$ cat src/rtl/dshot_pkg.sv
// Shared DSHOT definitions: supported mode constants, decoder state encoding
// and the 4-bit frame checksum.
package dshot_pkg;

    localparam logic [15:0] MODE_150 = 16'd150;
    localparam logic [15:0] MODE_300 = 16'd300;
    localparam logic [15:0] MODE_600 = 16'd600;

    typedef enum logic [1:0] {
        ST_IDLE,
        ST_HIGH,
        ST_LOW,
        ST_CHECK
    } state_t;

    // XOR of the three nibbles of the 12-bit payload (throttle + telemetry).
    function automatic logic [3:0] crc4(input logic [11:0] d);
        return d[3:0] ^ d[7:4] ^ d[11:8];
    endfunction

endpackage

$ cat src/rtl/dshot_sync_edge.sv
// Two-flop synchronizer for the asynchronous DSHOT line, with registered
// single-cycle rise/fall pulses derived from the synchronized value only.
module dshot_sync_edge (
    input  logic clk,
    input  logic rst_n,
    input  logic din,
    output logic rise,
    output logic fall
);

    // sh[1:0] is the synchronizer chain, sh[2] the previous synchronized value.
    logic [2:0] sh;

    always_ff @(posedge clk or negedge rst_n) begin
        if (!rst_n) begin
            sh   <= 3'b000;
            rise <= 1'b0;
            fall <= 1'b0;
        end else begin
            sh   <= {sh[1:0], din};
            rise <= sh[1] & ~sh[2];
            fall <= ~sh[1] & sh[2];
        end
    end

endmodule

$ cat src/rtl/dshot_decoder.sv
// DSHOT150/300/600 frame decoder: measures pulse widths, shifts in 16 bits
// MSB first and validates the frame. Define DSHOT_DECODER_CRC_EN to check the CRC.
module dshot_decoder #(
    parameter int clockFrequency = 72_000_000
) (
    input  logic        i_clk,
    input  logic        i_reset_n,
    input  logic        i_pwm,
    input  logic [15:0] i_dshot_mode,
    output logic [15:0] o_frame,
    output logic [10:0] o_throttle,
    output logic        o_telemetry,
    output logic        o_valid,
    output logic        o_crc_err,
    output logic        o_frame_err
);
    import dshot_pkg::*;

    localparam int BT_150 = clockFrequency / 150_000;
    localparam int BT_300 = clockFrequency / 300_000;
    localparam int BT_600 = clockFrequency / 600_000;
    // Wide enough to count past 2*bit_ticks at the slowest mode.
    localparam int CNT_W  = $clog2(2 * BT_150 + 2);

    logic rise, fall;

    dshot_sync_edge u_sync (
        .clk   (i_clk),
        .rst_n (i_reset_n),
        .din   (i_pwm),
        .rise  (rise),
        .fall  (fall)
    );

    state_t             state, state_n;
    logic [15:0]        shift, shift_n;
    logic [4:0]         bit_cnt, bit_n;
    logic [CNT_W-1:0]   high_cnt, high_n;
    logic [CNT_W-1:0]   low_cnt, low_n;
    logic [CNT_W-1:0]   bt_q, bt_n, bt_sel;
    logic [15:0]        frame_n;
    logic               valid_n, ferr_n;
    logic [CNT_W+2:0]   bt_x9;
    logic               is_glitch, is_one, too_long, low_timeout;

    always_comb begin
        case (i_dshot_mode)
            MODE_300: bt_sel = CNT_W'(BT_300);
            MODE_600: bt_sel = CNT_W'(BT_600);
            default:  bt_sel = CNT_W'(BT_150);
        endcase
    end

    // Thresholds compared in scaled form so no fraction of bit_ticks is truncated.
    assign bt_x9       = {bt_q, 3'b000} + {3'b000, bt_q};
    assign is_glitch   = {high_cnt, 3'b000} < {3'b000, bt_q};
    assign is_one      = {high_cnt, 4'b0000} >= {1'b0, bt_x9};
    assign too_long    = high_cnt > bt_q;
    assign low_timeout = {1'b0, low_cnt} > {bt_q, 1'b0};

`ifdef DSHOT_DECODER_CRC_EN
    logic crc_n;
`endif

    always_comb begin
        state_n = state;
        shift_n = shift;
        bit_n   = bit_cnt;
        high_n  = (&high_cnt) ? high_cnt : high_cnt + CNT_W'(1);
        low_n   = (&low_cnt) ? low_cnt : low_cnt + CNT_W'(1);
        bt_n    = bt_q;
        frame_n = o_frame;
        valid_n = 1'b0;
        ferr_n  = 1'b0;
`ifdef DSHOT_DECODER_CRC_EN
        crc_n   = 1'b0;
`endif
        case (state)
            ST_IDLE: begin
                if (rise) begin
                    state_n = ST_HIGH;
                    bit_n   = 5'd0;
                    high_n  = '0;
                    bt_n    = bt_sel;
                end
            end
            ST_HIGH: begin
                if (fall) begin
                    if (is_glitch) begin
                        ferr_n  = 1'b1;
                        state_n = ST_IDLE;
                    end else begin
                        shift_n = {shift[14:0], is_one};
                        bit_n   = bit_cnt + 5'd1;
                        low_n   = '0;
                        state_n = (bit_cnt == 5'd15) ? ST_CHECK : ST_LOW;
                    end
                end else if (too_long) begin
                    ferr_n  = 1'b1;
                    state_n = ST_IDLE;
                end
            end
            ST_LOW: begin
                if (rise) begin
                    high_n  = '0;
                    state_n = ST_HIGH;
                end else if (low_timeout) begin
                    ferr_n  = 1'b1;
                    state_n = ST_IDLE;
                end
            end
            ST_CHECK: begin
                // A rise landing here is intentionally dropped.
`ifdef DSHOT_DECODER_CRC_EN
                if (crc4(shift[15:4]) == shift[3:0]) begin
                    frame_n = shift;
                    valid_n = 1'b1;
                end else begin
                    crc_n   = 1'b1;
                end
`else
                frame_n = shift;
                valid_n = 1'b1;
`endif
                state_n = ST_IDLE;
            end
            default: state_n = ST_IDLE;
        endcase
    end

    always_ff @(posedge i_clk or negedge i_reset_n) begin
        if (!i_reset_n) begin
            state       <= ST_IDLE;
            shift       <= 16'd0;
            bit_cnt     <= 5'd0;
            high_cnt    <= '0;
            low_cnt     <= '0;
            bt_q        <= '0;
            o_frame     <= 16'd0;
            o_valid     <= 1'b0;
            o_frame_err <= 1'b0;
        end else begin
            state       <= state_n;
            shift       <= shift_n;
            bit_cnt     <= bit_n;
            high_cnt    <= high_n;
            low_cnt     <= low_n;
            bt_q        <= bt_n;
            o_frame     <= frame_n;
            o_valid     <= valid_n;
            o_frame_err <= ferr_n;
        end
    end

`ifdef DSHOT_DECODER_CRC_EN
    always_ff @(posedge i_clk or negedge i_reset_n) begin
        if (!i_reset_n) o_crc_err <= 1'b0;
        else            o_crc_err <= crc_n;
    end
`else
    assign o_crc_err = 1'b0;
`endif

    assign o_throttle  = o_frame[15:5];
    assign o_telemetry = o_frame[4];

endmodule

$ cat config.mk
export PLATFORM = sky130hd
export DESIGN_NAME = dshot_decoder
export DESIGN_NICKNAME = d
export VERILOG_FILES = /design/src/rtl/dshot_pkg.sv /design/src/rtl/dshot_sync_edge.sv /design/src/rtl/dshot_decoder.sv
export SDC_FILE = /design/constraint.sdc
export NUM_CORES = 1
export LEC_CHECK = 0
export ABC_AREA = 1
export BUFFER_PORTS_ARGS = -buffer_cell sky130_fd_sc_hd__buf_2
export CELL_PAD_IN_SITES_DETAIL_PLACEMENT = 1
export CELL_PAD_IN_SITES_GLOBAL_PLACEMENT = 2
export CORE_MARGIN = 2
export CORE_UTILIZATION = 35
export CTS_CLUSTER_DIAMETER = 40
export CTS_CLUSTER_SIZE = 20
export DETAILED_ROUTE_END_ITERATION = 8
export PLACE_DENSITY_LB_ADDON = 0.1
export SLEW_MARGIN = 20
export SYNTH_ARGS = -nofsm -noshare
export SYNTH_HDL_FRONTEND = slang
export SYNTH_HIERARCHICAL = 1
export SYNTH_SLANG_ARGS = --single-unit
export TNS_END_PERCENT = 50
$ cat constraint.sdc
create_clock -name i_clk -period 2.86 [get_ports i_clk]
set_input_delay 0.572 -clock i_clk [delete_from_list [all_inputs] [get_ports i_clk]]
set_output_delay 0.572 -clock i_clk [all_outputs]
set_load 0.02 [all_outputs]
==> results.sh, run 1 <==
export IMPL_synthFlopType="dfrtp_1"
export IMPL_path_class="reg2reg"
export IMPL_htree_num_levels=3
export IMPL_die_w_um=113
export IMPL_grt_pass1_wl_um=17200
export IMPL_setup_viol=0
export IMPL_synth_seq_area_share=0.424
export IMPL_ir_drop_uv=269
export IMPL_fmax_mhz=413
export IMPL_p_leak_uw=0.00263
export IMPL_dr_max_layer_used="met4"
export IMPL_synth_edff_count=0
export IMPL_finalNonFillerCells=683
export IMPL_die_h_um=113
export IMPL_ys_ff_latch=71
export IMPL_yosysTopAreaCellShare=0.424
export IMPL_post_cts_buffers=0
export IMPL_dp_hpwl_um=7450
export IMPL_drcViolationCount=0
export IMPL_initial_core_util=0.363
export IMPL_worstMarginPinSlew_ps=945
export IMPL_netlist_instances=490
export IMPL_place_inst=667
export IMPL_rows=39
export IMPL_synth_fp_nets=550
export IMPL_clock_path_buffers=2
export IMPL_critPathCaptureType="flip-flop"
export IMPL_wire_per_inst_um=14.5
export IMPL_place_ws_ps=445
export IMPL_dr_pass1_iters=4
export IMPL_core_area_sq_um=11600
export IMPL_slew_headroom=0.370
export IMPL_globalplace_congestion=0.727
export IMPL_drt_iter0_markers=111
export IMPL_grt_max_degree=72
export IMPL_yosysTopAreaCell="dfrtp_1"
export IMPL_cp_start_kind="flip-flop"
export IMPL_insertion_delay_ps=340
export IMPL_antenna_found_initial=0
export IMPL_nets=595
export IMPL_setup_tns_ps=0
export IMPL_die_area_sq_um=12900
export IMPL_period_needed_ps=2420
export IMPL_status="complete, no violations"
export IMPL_path_max_fanout=6
export IMPL_drv_cap=0
export IMPL_fin_ws_ps=441
export IMPL_ys_warn_count=6
export IMPL_fin_crit_sh=0.846
export IMPL_wl_met2_um=4680
export IMPL_ant_nets=0
export IMPL_cts_made_buffers=9
export IMPL_arrival_ps=2680
export IMPL_vias=3311
export IMPL_syn_mean_instance_area_sq_um=8.56
export IMPL_clock_sinks=71
export IMPL_mappedNetlistArea_sq_um=4200
export IMPL_via_per_inst=4.85
export IMPL_drv_slew=0
export IMPL_required_ps=3120
export IMPL_placement_io_buffers=48
export IMPL_track_usage=0.170
export IMPL_p_per_area_nw_per_um2=873
export IMPL_netlist_top_cells_count="96 x nand2_1, 71 x dfrtp_1, 65 x inv_1, 48 x nor2_1, 40 x ha_1"
export IMPL_ys_types=38
export IMPL_hp_class="in2reg"
export IMPL_antenna_cells=0
export IMPL_cts_root_buffer="clkbuf_16"
export IMPL_cts_hold_buf=0
export IMPL_fin_worst_skew_ps=6.83
export IMPL_met3_length_um=215
export IMPL_area_growth_pct=14.7
export IMPL_cts_resized=0
export IMPL_drt_total_wl_um=9900
export IMPL_drive_gt1_frac=0.181
export IMPL_rsz0062_at_grt="false"
export IMPL_ys_async_sr_fraction=1.00
export IMPL_yosysMostFrequentCell="nand2_1"
export IMPL_cts_tree="yes"
export IMPL_drt_met1_wl_um=4820
export IMPL_hold_violations=0
export IMPL_grt_pass1_vias=3552
export IMPL_path_clk_slew_ps=60
export IMPL_synth_area_top_cells="dfrtp_1 42%, ha_1 12%, nand2_1 8.6%, inv_1 5.8%, a21oi_1 4.7%"
export IMPL_gr_total_overflow=0
export IMPL_io_pins=50
## stage by stage
stage	util	instance area (sq um)	power, uW	hold WS [ps]
final	0.416	4810	4200	335
after global routing	0.416	4810	4570	322
after CTS	0.416	4810	4270	322
after detailed placement	0.391	4520	3110	338
after global placement	0.391	4520	3050	349
after floorplan	-	4200	2630	276
## power breakdown
group / switching, uW / internal [uW] / leakage, uW
Combinational: 993 / 615 / 0.00155
Sequential: 230 / 1240 / 0.000938
Clock: 451 / 676 / 0.000136
Total: 1670 / 2530 / 0.00263
## sequential cells by signal (all words and copies together) (netlist names), 2 cells and up
signal     cells
bit_cnt        5
bt_q           5
high_cnt      10
low_cnt       10
o_frame       16
shift         16
state          2
u_sync/sh      3
## critical path, stage by stage, from the launching register on
cell and delay [ps]:
dfrtp_1 410, inv_1 190, ha_1 290, o21ai_0 280
nand2_1 80, nor2_1 130, xor2_1 90, ha_1 310
nand4_1 90, or2_2 320, a21boi_1 140
## routing by layer
metal,vias up,GRT usage
met5,-,0
met4,0,0.0683
met3,11,0.0303
met2,37,0.276
met1,1600,0.224
li1,1663,-
## layout make-up
type / instances / area, sq um
fill: 1402 / 6750
tap: 143 / 179
sequential: 71 / 1780
multi-input combinational: 331 / 2010
inverter: 66 / 249
clock inverter: 5 / 58.8
clock buffer: 11 / 233
timing repair buffer: 56 / 303
## placed cells by master (no fill, tap or decap), types with 2 or more instances in the layout
| cell | Yosys | routed |
|---|---|---|
| nand2_1 | 96 | 96 |
| dfrtp_1 | 71 | 71 |
| inv_1 | 65 | 65 |
| nor2_1 | 48 | 48 |
| buf_2 | 4 | 47 |
| ha_1 | 40 | 40 |
| a21oi_1 | 39 | 39 |
| nand3_1 | 19 | 19 |
| o21ai_0 | 12 | 12 |
| xor2_1 | 9 | 9 |
| nand4_1 | 9 | 9 |
| clkbuf_16 | 0 | 9 |
| buf_4 | 14 | 9 |
| mux2_2 | 7 | 7 |
| o21ai_1 | 6 | 6 |
| a31oi_1 | 5 | 5 |
| nor3_1 | 5 | 5 |
| nand3_2 | 4 | 4 |
| nor2_4 | 3 | 3 |
| xnor2_1 | 3 | 3 |
| o21ai_2 | 3 | 3 |
| or2_2 | 3 | 3 |
| nor2_2 | 2 | 2 |
| o21a_1 | 2 | 2 |
| nand2_2 | 2 | 2 |
| nand3_4 | 2 | 2 |
| nand3b_1 | 2 | 2 |
| clkinv_2 | 1 | 2 |
| nor3b_1 | 2 | 2 |
| clkinvlp_4 | 0 | 2 |
| clkbuf_1 | 2 | 2 |
## cell families (layout without fill, tap and decap cells)
group	after synthesis	in the layout	synth area share
and+or+nand+nor	200	200	0.221
buffers and inverters	88	138	0.0963
DFF	71	71	0.424
AOI/OAI and AO/OA	70	70	0.0907
adders and majority gates	41	41	0.124
xor gates and xnor gates	12	12	0.0251
muxes	7	7	0.0188
other	1	1	0.000894
## worst paths after layout
kind,from,endpoint,slack [ps],depth (start not counted)
min in group asynchronous,i_reset_n,high_cnt[9],350,1
hold / removal,i_pwm,u_sync/sh[0],330,1
max in group asynchronous,i_reset_n,high_cnt[1],1870,1
setup / recovery,bt_q[8],shift[0],440,10
setup reg to reg,bt_q[8],shift[0],440,10
hold reg to reg,u_sync/sh[0],u_sync/sh[1],360,0
Note: power is estimated with default switching activity, not from simulation.
==> run 2, diff against run 1 <==
==> constraint.sdc (replaced) <==
create_clock -name i_clk -period 2.4 [get_ports i_clk]
set_input_delay 0.48 -clock i_clk [delete_from_list [all_inputs] [get_ports i_clk]]
set_output_delay 0.48 -clock i_clk [all_outputs]
set_load 0.02 [all_outputs]
==> run 2 against run 1 <==
  * Clock skew down 0.66 ps
  * Combinational power up 24%
  * Global-route usage down 0.088 points
  * Critical path depth down 1
  * Register-to-register slack worse by 340 ps
  * Sequential power up 17%
  * Count of clock-buffer cells in the layout down 2
  * Fmax up 5.1%
  * Utilization up 0.81 points
  * Critical path type unchanged
==> results.sh, run 2 (same netlist as run 1, synthesis figures left out) <==
export IMPL_largestRegisters="o_frame: 16 flops, shift: 16 flops"
export IMPL_critPathCaptureType="flip-flop"
export IMPL_p_leak_uw=0.00268
export IMPL_p_clk_frac=0.276
export IMPL_clock_sinks=71
export IMPL_grt_max_degree=51
export IMPL_final_common_cell="nand2_1"
export IMPL_switching_share=0.388
export IMPL_wire_per_inst_um=14.4
export IMPL_period_needed_ps=2300
export IMPL_ant_nets=0
export IMPL_hp_class="in2async"
export IMPL_place_inst=672
export IMPL_hold_violations=0
export IMPL_status="complete, no violations"
export IMPL_cts_made_buffers=9
export IMPL_gr_total_overflow=0
export IMPL_drive_gt1_frac=0.194
export IMPL_setup_viol=0
export IMPL_required_ps=2650
export IMPL_drcViolationCount=0
export IMPL_placed_area_sq_um=4580
export IMPL_arrival_ps=2550
export IMPL_track_usage=0.169
export IMPL_drv_cap=0
export IMPL_drv_slew=0
export IMPL_dr_pass1_iters=4
export IMPL_via_per_inst=4.80
export IMPL_p_seq_frac=0.334
export IMPL_design_area_sq_um=4910
export IMPL_p_switching_uw=1990
export IMPL_fmax_mhz=435
export IMPL_fillers=1402
export IMPL_p_int_uw=3150
export IMPL_die_w_um=113
export IMPL_cp_start_kind="flip-flop"
export IMPL_grt_pass1_vias=3551
export IMPL_power_total_uw=5140
export IMPL_insertion_delay_ps=330
export IMPL_initial_core_util=0.363
export IMPL_drt_iter0_markers=102
export IMPL_nets=601
export IMPL_cts_tree="yes"
export IMPL_die_h_um=113
export IMPL_path_class="reg2reg"
export IMPL_finalNonFillerCells=688
export IMPL_clock_path_buffers=2
export IMPL_final_cell_mix="96 x nand2_1, 71 x dfrtp_1, 65 x inv_1"
export IMPL_placement_io_buffers=48
export IMPL_setup_tns_ps=0
export IMPL_path_max_fanout=5
export IMPL_htree_num_levels=3
export IMPL_area_growth_pct=17.0
export IMPL_utilization=0.424
export IMPL_seqCellArea_sq_um=1780
export IMPL_cts_root_buffer="clkbuf_16"
export IMPL_fin_crit_sh=0.959
export IMPL_comb_power_share=0.389
export IMPL_p_per_area_nw_per_um2=1050
export IMPL_die_area_sq_um=12900
export IMPL_grt_pass1_wl_um=17100
export IMPL_cts_hold_buf=0
export IMPL_multi_input_area_sq_um=2020
export IMPL_ir_drop_uv=342
export IMPL_io_pins=50
export IMPL_antenna_cells=0
export IMPL_core_area_sq_um=11600
export IMPL_dp_hpwl_um=7460
export IMPL_rows=39
export IMPL_globalplace_congestion=0.794
export IMPL_vias=3302
export IMPL_path_clk_slew_ps=60
export IMPL_fin_worst_skew_ps=6.17
export IMPL_antenna_found_initial=0
export IMPL_drt_total_wl_um=9900
[run 2: final timing paths]
check                             startpoint           end  slack [ps]  cells after the start
worst max-delay path                 bt_q[6]      shift[0]         100                      9
worst min-delay path               i_reset_n   high_cnt[6]          40                      1
worst max register to register       bt_q[6]      shift[0]         100                      9
worst min register to register  u_sync/sh[0]  u_sync/sh[1]         360                      0
max in group asynchronous          i_reset_n    low_cnt[4]        1770                      2
min in group i_clk                     i_pwm  u_sync/sh[0]         260                      1
[run 2: stage by stage]
step	setup WS [ps]	hold slack, ps
after floorplan	258	184
after global placement	145	343
after detailed placement	109	336
after CTS	95.5	46.9
after global routing	-0.703	50.5
final	98.7	43.5
[run 2: area by class of cell]
class                           instances  area share
Inverter                               66      0.0507
Clock inverter                          6      0.0176
Timing Repair Buffer                   62      0.0760
Multi-Input combinational cell        331       0.411
Tap cell                              143      0.0365
Clock buffer                            9      0.0459
Sequential cell                        71       0.362
[run 2: critical path, cell delays in order (launching register included)]
cell and delay [ps]:
dfrtp_1 430, ha_1 230, fa_1 400, xor2_1 180
ha_1 270, nand2_1 60, o21ai_0 190, a21oi_1 60
or2_2 270, a21boi_1 140
[run 2: layer usage]
layer	global-route usage	up-vias	part of all wire
met4	0.0504	0	0.012
met1	0.220	1582	0.48
met5	0	-	0
met3	0.0388	11	0.022
met2	0.281	34	0.48
li1	-	1675	-
[run 2: power by group through the flow]
stage	clock, uW	combinational, uW	sequential, uW
after floorplan	0	1380	1760
after global routing	1520	2330	1770
after global placement	0	1950	1730
final	1420	2000	1720
after detailed placement	0	2020	1740
after CTS	1470	2030	1720
[run 2: timing repair]
item / CTS / global route
gates resized for setup: 0 / 2
buffers inserted: 0 / 1
setup endpoints to repair: 0 / 1
endpoints found under the hold margin: 0 / 0
==> run 3, diff against run 2 <==
--- a/config.mk
+++ b/config.mk
@@ -5,12 +5,11 @@
 export SDC_FILE = /design/constraint.sdc
 export NUM_CORES = 1
 export LEC_CHECK = 0
-export ABC_AREA = 1
 export BUFFER_PORTS_ARGS = -buffer_cell sky130_fd_sc_hd__buf_2
 export CELL_PAD_IN_SITES_DETAIL_PLACEMENT = 1
 export CELL_PAD_IN_SITES_GLOBAL_PLACEMENT = 2
 export CORE_MARGIN = 2
-export CORE_UTILIZATION = 35
+export CORE_UTILIZATION = 38
 export CTS_CLUSTER_DIAMETER = 40
 export CTS_CLUSTER_SIZE = 20
 export DETAILED_ROUTE_END_ITERATION = 8
==> run 3 against run 2 <==
  * Hold slack improved by 110 ps
  * Sequential cell count unchanged
  * Clock skew increased by 8.8 ps
  * Critical path depth unchanged
  * Synthesized cell count decreased by 23%
  * Count of clock-buffer cells in the layout increased by 1
  * Fmax increased by 1.6%
  * Sequential share of layout area increased by 0.34 points
  * Combinational power decreased by 62%
  * Sequential power decreased by 22%
==> results.sh, run 3 <==
export IMPL_status="complete, no violations"
export IMPL_arrival_ps=2490
export IMPL_mappedNetlistArea_sq_um=4080
export IMPL_yosysMostFrequentCell="dfrtp_1"
export IMPL_setup_viol=0
export IMPL_critPathCaptureType="flip-flop"
export IMPL_fillers=1160
export IMPL_clock_sinks=71
export IMPL_path_class="reg2reg"
export IMPL_finalNonFillerCells=586
export IMPL_netlist_instances=378
export IMPL_cts_hold_buf=0
export IMPL_drcViolationCount=0
export IMPL_wire_per_inst_um=16.4
export IMPL_path_clk_slew_ps=90
export IMPL_final_cell_mix="71 x dfrtp_1, 48 x buf_2, 39 x ha_1"
export IMPL_synth_edff_count=0
export IMPL_p_switching_uw=984
export IMPL_synth_seq_area_share=0.435
export IMPL_track_usage=0.176
export IMPL_grt_pass1_wl_um=16000
export IMPL_via_per_inst=5.24
export IMPL_slew_headroom=0.574
export IMPL_period_needed_ps=2270
export IMPL_switching_share=0.309
export IMPL_gr_total_overflow=0
export IMPL_hp_class="in2async"
export IMPL_drv_cap=0
export IMPL_fin_worst_skew_ps=15.0
export IMPL_place_inst=567
export IMPL_yosysTopAreaCellShare=0.435
export IMPL_die_area_sq_um=11600
export IMPL_ant_nets=0
export IMPL_p_leak_uw=0.00254
export IMPL_drv_slew=0
export IMPL_p_clk_frac=0.338
export IMPL_cts_made_buffers=9
export IMPL_dp_hpwl_um=7230
export IMPL_grt_max_degree=72
export IMPL_clock_path_buffers=2
export IMPL_required_ps=2630
export IMPL_io_pins=50
export IMPL_cts_tree="yes"
export IMPL_vias=3072
export IMPL_path_max_fanout=4
export IMPL_rows=37
export IMPL_nets=505
export IMPL_placement_io_buffers=48
export IMPL_dr_pass1_iters=4
export IMPL_ir_drop_uv=396
export IMPL_p_seq_frac=0.421
export IMPL_comb_power_share=0.241
export IMPL_final_common_cell="dfrtp_1"
export IMPL_hold_violations=0
export IMPL_area_growth_pct=19.1
export IMPL_synthFlopType="dfrtp_1"
export IMPL_fin_crit_sh=0.944
export IMPL_drt_total_wl_um=9590
export IMPL_yosysTopAreaCell="dfrtp_1"
export IMPL_antenna_found_initial=0
export IMPL_netlist_top_cells_count="71 x dfrtp_1, 40 x ha_1, 22 x mux2_2, 21 x nor2_1"
export IMPL_ys_async_sr_fraction=1.00
export IMPL_syn_mean_instance_area_sq_um=10.8
export IMPL_initial_core_util=0.393
export IMPL_fmax_mhz=441
export IMPL_drt_iter0_markers=71
export IMPL_core_area_sq_um=10400
export IMPL_die_h_um=108
export IMPL_grt_pass1_vias=3146
export IMPL_largestRegisters="o_frame: 16 flops, shift: 16 flops"
export IMPL_ys_warn_count=6
export IMPL_die_w_um=108
export IMPL_htree_num_levels=3
export IMPL_worstMarginPinSlew_ps=637
export IMPL_synth_fp_nets=438
export IMPL_insertion_delay_ps=340
export IMPL_utilization=0.469
export IMPL_drive_gt1_frac=0.318
export IMPL_synth_area_top_cells="dfrtp_1 44%, ha_1 12%, mux2_2 6.1%, mux2_4 3.7%, buf_4 2.4%"
export IMPL_p_int_uw=2200
export IMPL_ys_types=51
export IMPL_cp_start_kind="flip-flop"
export IMPL_cts_root_buffer="clkbuf_8"
export IMPL_globalplace_congestion=0.760
export IMPL_ys_ff_latch=71
export IMPL_antenna_cells=0
export IMPL_p_per_area_nw_per_um2=656
-- run 3: changes by cell type after synthesis, sizes merged, moves of 9 or more --
cell	change
and3	+9
nand3	-15
a21oi	-19
inv	-46
nor2	-31
nand2	-82
mux2	+25
-- run 3: cell type report --
cell class | count | area, sq um | share of cell area
clock buffers | 10 | 128 | 0.0263
clock inverters | 6 | 92.6 | 0.0190
inverters | 19 | 71.3 | 0.0147
multi-input cells | 264 | 2130 | 0.438
flip-flops and latches | 71 | 1780 | 0.366
well taps | 136 | 170 | 0.0350
repair buffers | 80 | 493 | 0.101
-- run 3: cells by family after synthesis --
| family | share of synthesized area |
|---|---|
| AO/OA/AOI/OAI | 0.102 |
| XOR/XNOR | 0.0258 |
| adder cells (fa/ha/maj) | 0.128 |
| buffers and inverters | 0.0537 |
| flip-flops | 0.435 |
| multiplexers | 0.105 |
| other | 0.000919 |
| AND/OR/NAND/NOR | 0.150 |
-- run 3: final timing paths --
| path | from | endpoint | slack (ps) | cells past startpoint |
|---|---|---|---|---|
| hold / removal | i_reset_n | bit_cnt[0] | 160 | 2 |
| max in group asynchronous | i_reset_n | shift[0] | 1930 | 2 |
| hold reg to reg | u_sync/sh[0] | u_sync/sh[1] | 360 | 0 |
| setup reg to reg | bt_q[6] | state[0] | 130 | 9 |
| min in group i_clk | i_pwm | u_sync/sh[0] | 240 | 1 |
| setup / recovery | bt_q[6] | state[0] | 130 | 9 |
-- run 3: what timing repair did --
| item | in CTS | in global routing |
|---|---|---|
| gates resized for setup | 1 | 12 |
| setup buffers | 0 | 3 |
| setup endpoints to repair | 23 | 2 |
| pin swaps | 0 | 6 |
-- run 3: routing by layer --
layer	track usage	vias to the layer above	wire, um
met3	0.0333	8	290
met1	0.230	1535	4470
met4	0.0403	0	99
met2	0.303	54	4730
li1	-	1475	-
met5	0	-	0
-- run 3: worst max-delay path, stage by stage (launching register included) --
cell	delay, ps
dfrtp_1	370
inv_2	60
buf_4	130
buf_4	150
ha_1	290
nand4_1	110
or4_4	550
o31ai_2	80
a22oi_2	130
mux2_2	290
-- run 3: stage by stage --
step	power (uW)	worst slack [ps]	hold slack (ps)	instance area, sq um	setup TNS, ps
floorplan	1800	147	184	4080	0
global placement	2090	-34.8	344	4570	-179
detailed placement	2120	-138	337	4570	-2150
CTS	3220	40.4	162	4800	0
global route	3420	-0.771	166	4860	-0.771
finish	3190	135	156	4860	0
-- run 3: power groups by stage --
| stage | logic (uW) | registers, uW | clock network [uW] |
|---|---|---|---|
| floorplan | 419 | 1380 | 0 |
| global placement | 723 | 1360 | 0 |
| detailed placement | 747 | 1370 | 0 |
| CTS | 753 | 1340 | 1120 |
| global route | 888 | 1360 | 1170 |
| finish | 769 | 1340 | 1080 |
